### src/rtl/note_sequencer_pkg.sv
// Shared types and constants for the note sequencer: state encoding, pattern word layout
// and the helpers that clamp the step period and gate length.
package note_sequencer_pkg;

  localparam int DEFAULT_PRESCALE = 2048;
  localparam int PAT_W            = 13;
  localparam int PAT_EN_BIT       = 12;
  localparam int OSC_W            = 12;

  typedef enum logic [1:0] {
    ST_IDLE = 2'd0,
    ST_GATE = 2'd1,
    ST_REST = 2'd2
  } seq_state_t;

  // A step lasts at least two ticks so a gated step always has trig low for one tick.
  function automatic logic [15:0] eff_period(input logic [15:0] period);
    return (period < 16'd2) ? 16'd2 : period;
  endfunction

  function automatic logic [15:0] eff_gate(input logic [7:0] gate, input logic [15:0] eperiod);
    logic [15:0] gate_w;
    gate_w = {8'd0, gate};
    return (gate_w < eperiod) ? gate_w : (eperiod - 16'd1);
  endfunction

endpackage

### src/rtl/note_sequencer_if.sv
// Control, pattern-write and note-output signals between the host side and the sequencer.
interface note_sequencer_if
  import note_sequencer_pkg::*;
#(
  parameter int STEPS = 8
);
  localparam int SW = (STEPS > 1) ? $clog2(STEPS) : 1;

  logic              run;
  logic [SW-1:0]     last_step;
  logic [15:0]       step_period;
  logic [7:0]        gate_len;
  logic              wr_en;
  logic [SW-1:0]     wr_addr;
  logic [PAT_W-1:0]  wr_data;
  logic              trig;
  logic [OSC_W-1:0]  osc_count;
  logic [SW-1:0]     step;
  logic              step_stb;

  modport master (
    output run, last_step, step_period, gate_len, wr_en, wr_addr, wr_data,
    input  trig, osc_count, step, step_stb
  );

  modport slave (
    input  run, last_step, step_period, gate_len, wr_en, wr_addr, wr_data,
    output trig, osc_count, step, step_stb
  );

endinterface

### src/rtl/note_sequencer_tick_gen.sv
// Free-running prescaler: a down-counter that flags one tick every PRESCALE clocks.
module tick_gen
  import note_sequencer_pkg::*;
#(
  parameter int PRESCALE = DEFAULT_PRESCALE
) (
  input  logic clk,
  input  logic rstn,
  output logic tick
);
  localparam int CW = (PRESCALE > 1) ? $clog2(PRESCALE) : 1;

  logic [CW-1:0] cnt_q;
  logic [CW-1:0] cnt_d;

  always_comb begin
    cnt_d = (cnt_q == '0) ? CW'(PRESCALE - 1) : (cnt_q - CW'(1));
  end

  always_ff @(posedge clk or negedge rstn) begin
    if (!rstn) cnt_q <= '0;
    else       cnt_q <= cnt_d;
  end

  assign tick = (cnt_q == '0);

endmodule

### src/rtl/note_sequencer.sv
// Step sequencer that plays a STEPS-deep pitch pattern as gated triggers, one step per period.
//   state   | meaning
//   IDLE    | stopped; trig low, step 0, waiting for run and a tick
//   GATE    | step playing with trig high until the gate length expires
//   REST    | trig low until the step period expires, then next step starts
module note_sequencer
  import note_sequencer_pkg::*;
#(
  parameter int PRESCALE = DEFAULT_PRESCALE,
  parameter int STEPS    = 8
) (
  input  logic clk,
  input  logic rstn,
  note_sequencer_if.slave bus
);
  localparam int SW = (STEPS > 1) ? $clog2(STEPS) : 1;

  logic             tick;
  logic [PAT_W-1:0] pattern_q [STEPS];
  seq_state_t       state_q;
  logic [15:0]      tcnt_q;
  logic [15:0]      tcnt_d;
  logic             trig_q;
  logic [OSC_W-1:0] osc_q;
  logic [SW-1:0]    step_q;
  logic             stb_q;

  logic [15:0]      per_eff;
  logic [15:0]      gate_eff;
  logic [SW-1:0]    start_step;
  logic [PAT_W-1:0] start_word;
  logic             do_start;

  tick_gen #(.PRESCALE(PRESCALE)) u_tick_gen (
    .clk  (clk),
    .rstn (rstn),
    .tick (tick)
  );

  always_ff @(posedge clk or negedge rstn) begin
    if (!rstn) begin
      for (int i = 0; i < STEPS; i++) pattern_q[i] <= '0;
    end else if (bus.wr_en) begin
      pattern_q[bus.wr_addr] <= bus.wr_data;
    end
  end

  always_comb begin
    per_eff    = eff_period(bus.step_period);
    gate_eff   = eff_gate(bus.gate_len, per_eff);
    tcnt_d     = tcnt_q + 16'd1;
    start_step = '0;
    if (state_q != ST_IDLE && step_q < bus.last_step) start_step = step_q + SW'(1);
    start_word = pattern_q[start_step];
    do_start   = tick && ((state_q == ST_IDLE) || (tcnt_d >= per_eff));
  end

  always_ff @(posedge clk or negedge rstn) begin
    if (!rstn) begin
      state_q <= ST_IDLE;
      tcnt_q  <= '0;
      trig_q  <= 1'b0;
      osc_q   <= '0;
      step_q  <= '0;
      stb_q   <= 1'b0;
    end else begin
      stb_q <= 1'b0;
      if (!bus.run) begin
        state_q <= ST_IDLE;
        tcnt_q  <= '0;
        trig_q  <= 1'b0;
        step_q  <= '0;
      end else if (do_start) begin
        step_q <= start_step;
        stb_q  <= 1'b1;
        tcnt_q <= '0;
        // Disabled steps keep the previous pitch so the synth is not retuned while silent.
        if (start_word[PAT_EN_BIT]) osc_q <= start_word[OSC_W-1:0];
        if (start_word[PAT_EN_BIT] && gate_eff != 16'd0) begin
          state_q <= ST_GATE;
          trig_q  <= 1'b1;
        end else begin
          state_q <= ST_REST;
          trig_q  <= 1'b0;
        end
      end else if (tick && state_q != ST_IDLE) begin
        tcnt_q <= tcnt_d;
        if (state_q == ST_GATE && tcnt_d >= gate_eff) begin
          state_q <= ST_REST;
          trig_q  <= 1'b0;
        end
      end
    end
  end

  assign bus.trig      = trig_q;
  assign bus.osc_count = osc_q;
  assign bus.step      = step_q;
  assign bus.step_stb  = stb_q;

endmodule

### src/flat_wrapper.sv
// flat-port wrapper written by rule: the top's interface ports become plain ports
module note_sequencer_flat import note_sequencer_pkg::*;
#(
  parameter int PRESCALE = DEFAULT_PRESCALE,
  parameter int STEPS    = 8
)
  (clk, rstn, bus_run, bus_last_step, bus_step_period, bus_gate_len, bus_wr_en, bus_wr_addr, bus_wr_data, bus_trig, bus_osc_count, bus_step, bus_step_stb);
  note_sequencer_if #(.STEPS(STEPS)) bus_i ();
  input  logic clk;
  input  logic rstn;
  input wire logic [$bits(bus_i.run)-1:0] bus_run;
  input wire logic [$bits(bus_i.last_step)-1:0] bus_last_step;
  input wire logic [$bits(bus_i.step_period)-1:0] bus_step_period;
  input wire logic [$bits(bus_i.gate_len)-1:0] bus_gate_len;
  input wire logic [$bits(bus_i.wr_en)-1:0] bus_wr_en;
  input wire logic [$bits(bus_i.wr_addr)-1:0] bus_wr_addr;
  input wire logic [$bits(bus_i.wr_data)-1:0] bus_wr_data;
  output wire logic [$bits(bus_i.trig)-1:0] bus_trig;
  output wire logic [$bits(bus_i.osc_count)-1:0] bus_osc_count;
  output wire logic [$bits(bus_i.step)-1:0] bus_step;
  output wire logic [$bits(bus_i.step_stb)-1:0] bus_step_stb;
  assign bus_i.run = bus_run;
  assign bus_i.last_step = bus_last_step;
  assign bus_i.step_period = bus_step_period;
  assign bus_i.gate_len = bus_gate_len;
  assign bus_i.wr_en = bus_wr_en;
  assign bus_i.wr_addr = bus_wr_addr;
  assign bus_i.wr_data = bus_wr_data;
  assign bus_trig = bus_i.trig;
  assign bus_osc_count = bus_i.osc_count;
  assign bus_step = bus_i.step;
  assign bus_step_stb = bus_i.step_stb;
  note_sequencer #(.PRESCALE(PRESCALE), .STEPS(STEPS)) u_core (.clk(clk), .rstn(rstn), .bus(bus_i));
endmodule
### config.mk
export PLATFORM = sky130hd
export DESIGN_NAME = note_sequencer_flat
export DESIGN_NICKNAME = d
export VERILOG_FILES = /design/src/rtl/note_sequencer_pkg.sv /design/src/rtl/note_sequencer_if.sv /design/src/rtl/note_sequencer_tick_gen.sv /design/src/rtl/note_sequencer.sv /design/src/flat_wrapper.sv
export SDC_FILE = /design/constraint.sdc
export NUM_CORES = 1
export LEC_CHECK = 0
export BUFFER_PORTS_ARGS = -buffer_cell sky130_fd_sc_hd__buf_2
export CORE_MARGIN = 5
export CORE_UTILIZATION = 30
export CTS_CLUSTER_SIZE = 8
export DETAILED_ROUTE_END_ITERATION = 8
export PLACE_DENSITY = 0.53
export SLEW_MARGIN = 40
export SYNTH_ARGS = -nofsm -noshare
export SYNTH_HDL_FRONTEND = slang
export SYNTH_SLANG_ARGS = --single-unit
### constraint.sdc
create_clock -name clk -period 8 [get_ports clk]
set_input_delay 1.6 -clock clk [delete_from_list [all_inputs] [get_ports clk]]
set_output_delay 1.6 -clock clk [all_outputs]
set_load 0.02 [all_outputs]
==> results.md <==
* Mean Syn Cell Area at 10.7 sq um
* CTS H-tree depth at 4
* Fmax at 201 MHz
* Max VDD drop at 0.233 mV
* Worst-Skew Late Latency at 0.41 ns
* MaxCap Viol Count at 0
* Core region area at 0.0270 sq mm
* Register area share after synthesis at 0.455
* Mux contribution to synthesized area at 0.171
* Area leader, netlist: dfrtp_1
* Power share of the clock group at 0.395
* Critical path class: in2reg
* Nature of the critical path endpoint: flop
* Sequential share of power at 0.483
* Final GP Congestion at 0.829
* Final #Nets at 927
* DRC Markers at 0
* Internal Power at 0.00146 W
* Slowest-stage cell, CP: or4_4
* R2R Path End: u_core.tcnt_q[1]
* Commonest non-fill, non-tap cell in the layout: dfrtp_1
* Die Wd at 175 um
* Die ar. at 0.0307 sq mm
* #FFs+latches synth at 149
* Placed cell count at 1157
* Via-per-instance ratio at 4.95
* Non-Filler Instances at 1189
* I/O Buffers at 63
* Post-route ant nets at 0
* Area delta synth->final at 16.6%
* Hold Path Class: reg2reg
* Share of the synthesized area in the top cell type at 0.455
* Sw Ratio at 0.238
* Post-synthesis compound-gate area fraction at 0.0943
* Clock Sinks at 149
* First-pass GRT wire length at 32500 um
* Unrepaired setup endpoints after global routing: no
* Gr usage total at 0.132
* P_leak at 4.23 nW
* CP required at 8.30 ns
* Gate count of the mapped netlist at 765
* Vias in the first global route at 5958
* TritonCTS Buffers at 17
* Die H at 175 um
* Crit path max fanout at 17
* NetSw at 0.000457 W
* R2r worst-path depth at 14
* Initial cell density of the core at 0.304
* Ys flop type: dfrtp_1
* Status: finished clean
* Synthesized cell area at 0.00820 sq mm
* Pwr/cell area at 201 mW/mm^2
* DR WL/cell at 16.6 um
* Setup_tns at 0 ns
* Crit share post-route at 0.623
* Combinational Power Share at 0.122
* Hold path startpoint: u_core.u_tick_gen.cnt_q[0]
* Fin crit period at 4.99 ns
* Max Clock Skew at 0.00811 ns
* Fillcell total at 2698
* XOR/XNOR share of the synthesized area at 0.0438
* Worst Tran Pin Value at 0.755 ns
* Simple-gate share of the synthesized area at 0.134
* Antenna violations before repair at 1
* Commonest non-fill, non-tap cells in the layout: 149 x dfrtp_1, 106 x mux2_2, 99 x nand2_1
* CTS root buffer: clkbuf_16
* Routed WL at 19800 um
* Slowest stage delay, CP at 0.54 ns
* IO Pins at 64
* # setup viols final at 0
* Fin. Hold Viols at 0
* GRT overflow at 0
* EDFF count, synth at 0
* Post-DP HPWL at 13400 um
* Post CTS Setup Buffer Count at 0
* # rows at 60
* WP data arrival at 5.28 ns
* Detailed-route via count at 5891
* DRT iter0 DRCs at 272
* Worst r2r src: u_core.tcnt_q[0]
* Layout cells sized above 1 at 0.289
* FFs w/ async S/R, synth at 1.00
* Hold Buf Count CTS at 0
* Slew margin rel. at 0.484
* Largest net degree at the start of global routing at 82
* Area contributors post-synth: dfrtp_1 45%, mux2_2 15%, ha_1 6.9%, nand2_1 4.5%, o221ai_1 2.6%
* Clk slew on worst S/H paths at 0.06 ns
* Synth cell types at 63
* Adder-Cell Fraction of Synth Area at 0.0687
* Post-CTS sizing at 0
* Syn. warnings at 0
* Hold Path Sink: u_core.u_tick_gen.cnt_q[0]
* Largest family of logic cells by synthesized area: multiplexers
* Drt first pass iters at 6
* CTS tree: yes
* Diodes inserted at 0
* Count of pins over their slew limit at 0
* Worst setup SP type: input port
* Reg2Reg Setup Slack at 3.39 ns
* Critical path cell sequence: buf_2 > or4_4 > nor2_4 > a31oi_1 > ha_1 > o211ai_1 > a31oi_2 > o31a_2 > mux2i_1 > ha_1 > a2111oi_0 > a31oi_1 > o21ai_0 > o21ai_0 > o211a_1
* Hold path cells at 1
* Clock Tree Buf Depth at 2
flip-flops by register name (all words and copies together), names as in the netlist:
| register | count |
|---|---|
| u_core.bus.trig | 1 |
| u_core.state_q | 1 |
| u_core.u_tick_gen.cnt_q | 11 |
| u_core.bus.step | 3 |
| u_core.bus.osc_count | 12 |
| u_core.pattern_q | 104 |
| u_core.tcnt_q | 16 |
| u_core.bus.step_stb | 1 |
per-stage QoR:
stage	hold WS, ns	utilization	setup WS [ns]	area, sq um	power [W]
finish	0.475	0.355	3.01	9560	0.00192
global route	0.504	0.355	2.74	9560	0.00202
CTS	0.473	0.354	3.01	9550	0.00194
detailed placement	0.463	0.333	2.58	8990	0.00118
global placement	0.456	0.331	2.70	8910	0.00117
floorplan	0.428	-	3.10	8210	0.00109
synthesized netlist by cell type, drive strengths merged, types with 4 or more instances:
cell type,number
a21oi,27
a31oi,17
buf,12
clkbuf,19
dfrtp,149
ha,45
inv,36
mux2,107
mux2i,19
nand2,100
nand3,39
nand4,6
nor2,39
nor3,13
nor4,7
o211ai,6
o21a,4
o21ai,16
o221ai,24
or4,4
xnor2,21
xor2,20
power by group through the flow:
stage / sequential (W) / combinational, W / clock (W)
floorplan: 0.000924 / 0.000167 / 0
global placement: 0.000934 / 0.000231 / 0
detailed placement: 0.000938 / 0.000237 / 0
CTS: 0.000926 / 0.000238 / 0.000777
global route: 0.000939 / 0.000266 / 0.000815
finish: 0.000927 / 0.000233 / 0.000758
worst max-delay path by stage:
stage | from | to | slack [ns] | cells after the start
after floorplan | bus_step_period[11] | u_core.state_q[1] | 3.10 | 18
after global placement | bus_step_period[11] | u_core.state_q[1] | 2.70 | 15
after detailed placement | bus_step_period[11] | u_core.state_q[1] | 2.58 | 15
after CTS | bus_step_period[11] | u_core.state_q[1] | 3.01 | 15
after global routing | bus_step_period[11] | u_core.state_q[1] | 2.74 | 15
final | bus_step_period[11] | u_core.state_q[1] | 3.01 | 15
cell families after synthesis:
logic type,after synthesis
fa+ha+maj,45
other cells,1
buf+inv,67
xor+xnor,41
mux,126
simple gates,225
flops,149
compound gates,111
layout make-up:
class | count | area, sq um | area share
tap | 341 | 427 | 0.0447
inverter | 36 | 135 | 0.0141
multi-input combinational | 552 | 4240 | 0.443
timing repair buffer | 79 | 463 | 0.0484
sequential | 149 | 3730 | 0.390
clock inverter | 8 | 73.8 | 0.00773
clock buffer | 24 | 492 | 0.0515
worst max-delay path, delay by kind of cell:
family | cells | cell delay [ns]
mux | 1 | 0.17
simple gates | 2 | 0.73
fa+ha+maj | 2 | 0.66
compound gates | 9 | 2.01
buf+inv | 1 | 0.11
per-layer routing:
metal,global-route usage,wire length (um),vias to the layer above
met5,0,7,-
met4,0.0288,201,2
met3,0.0288,689,17
met2,0.217,9300,98
met1,0.179,9570,2897
li1,-,-,2877
Power figures use the tool's default switching activity.
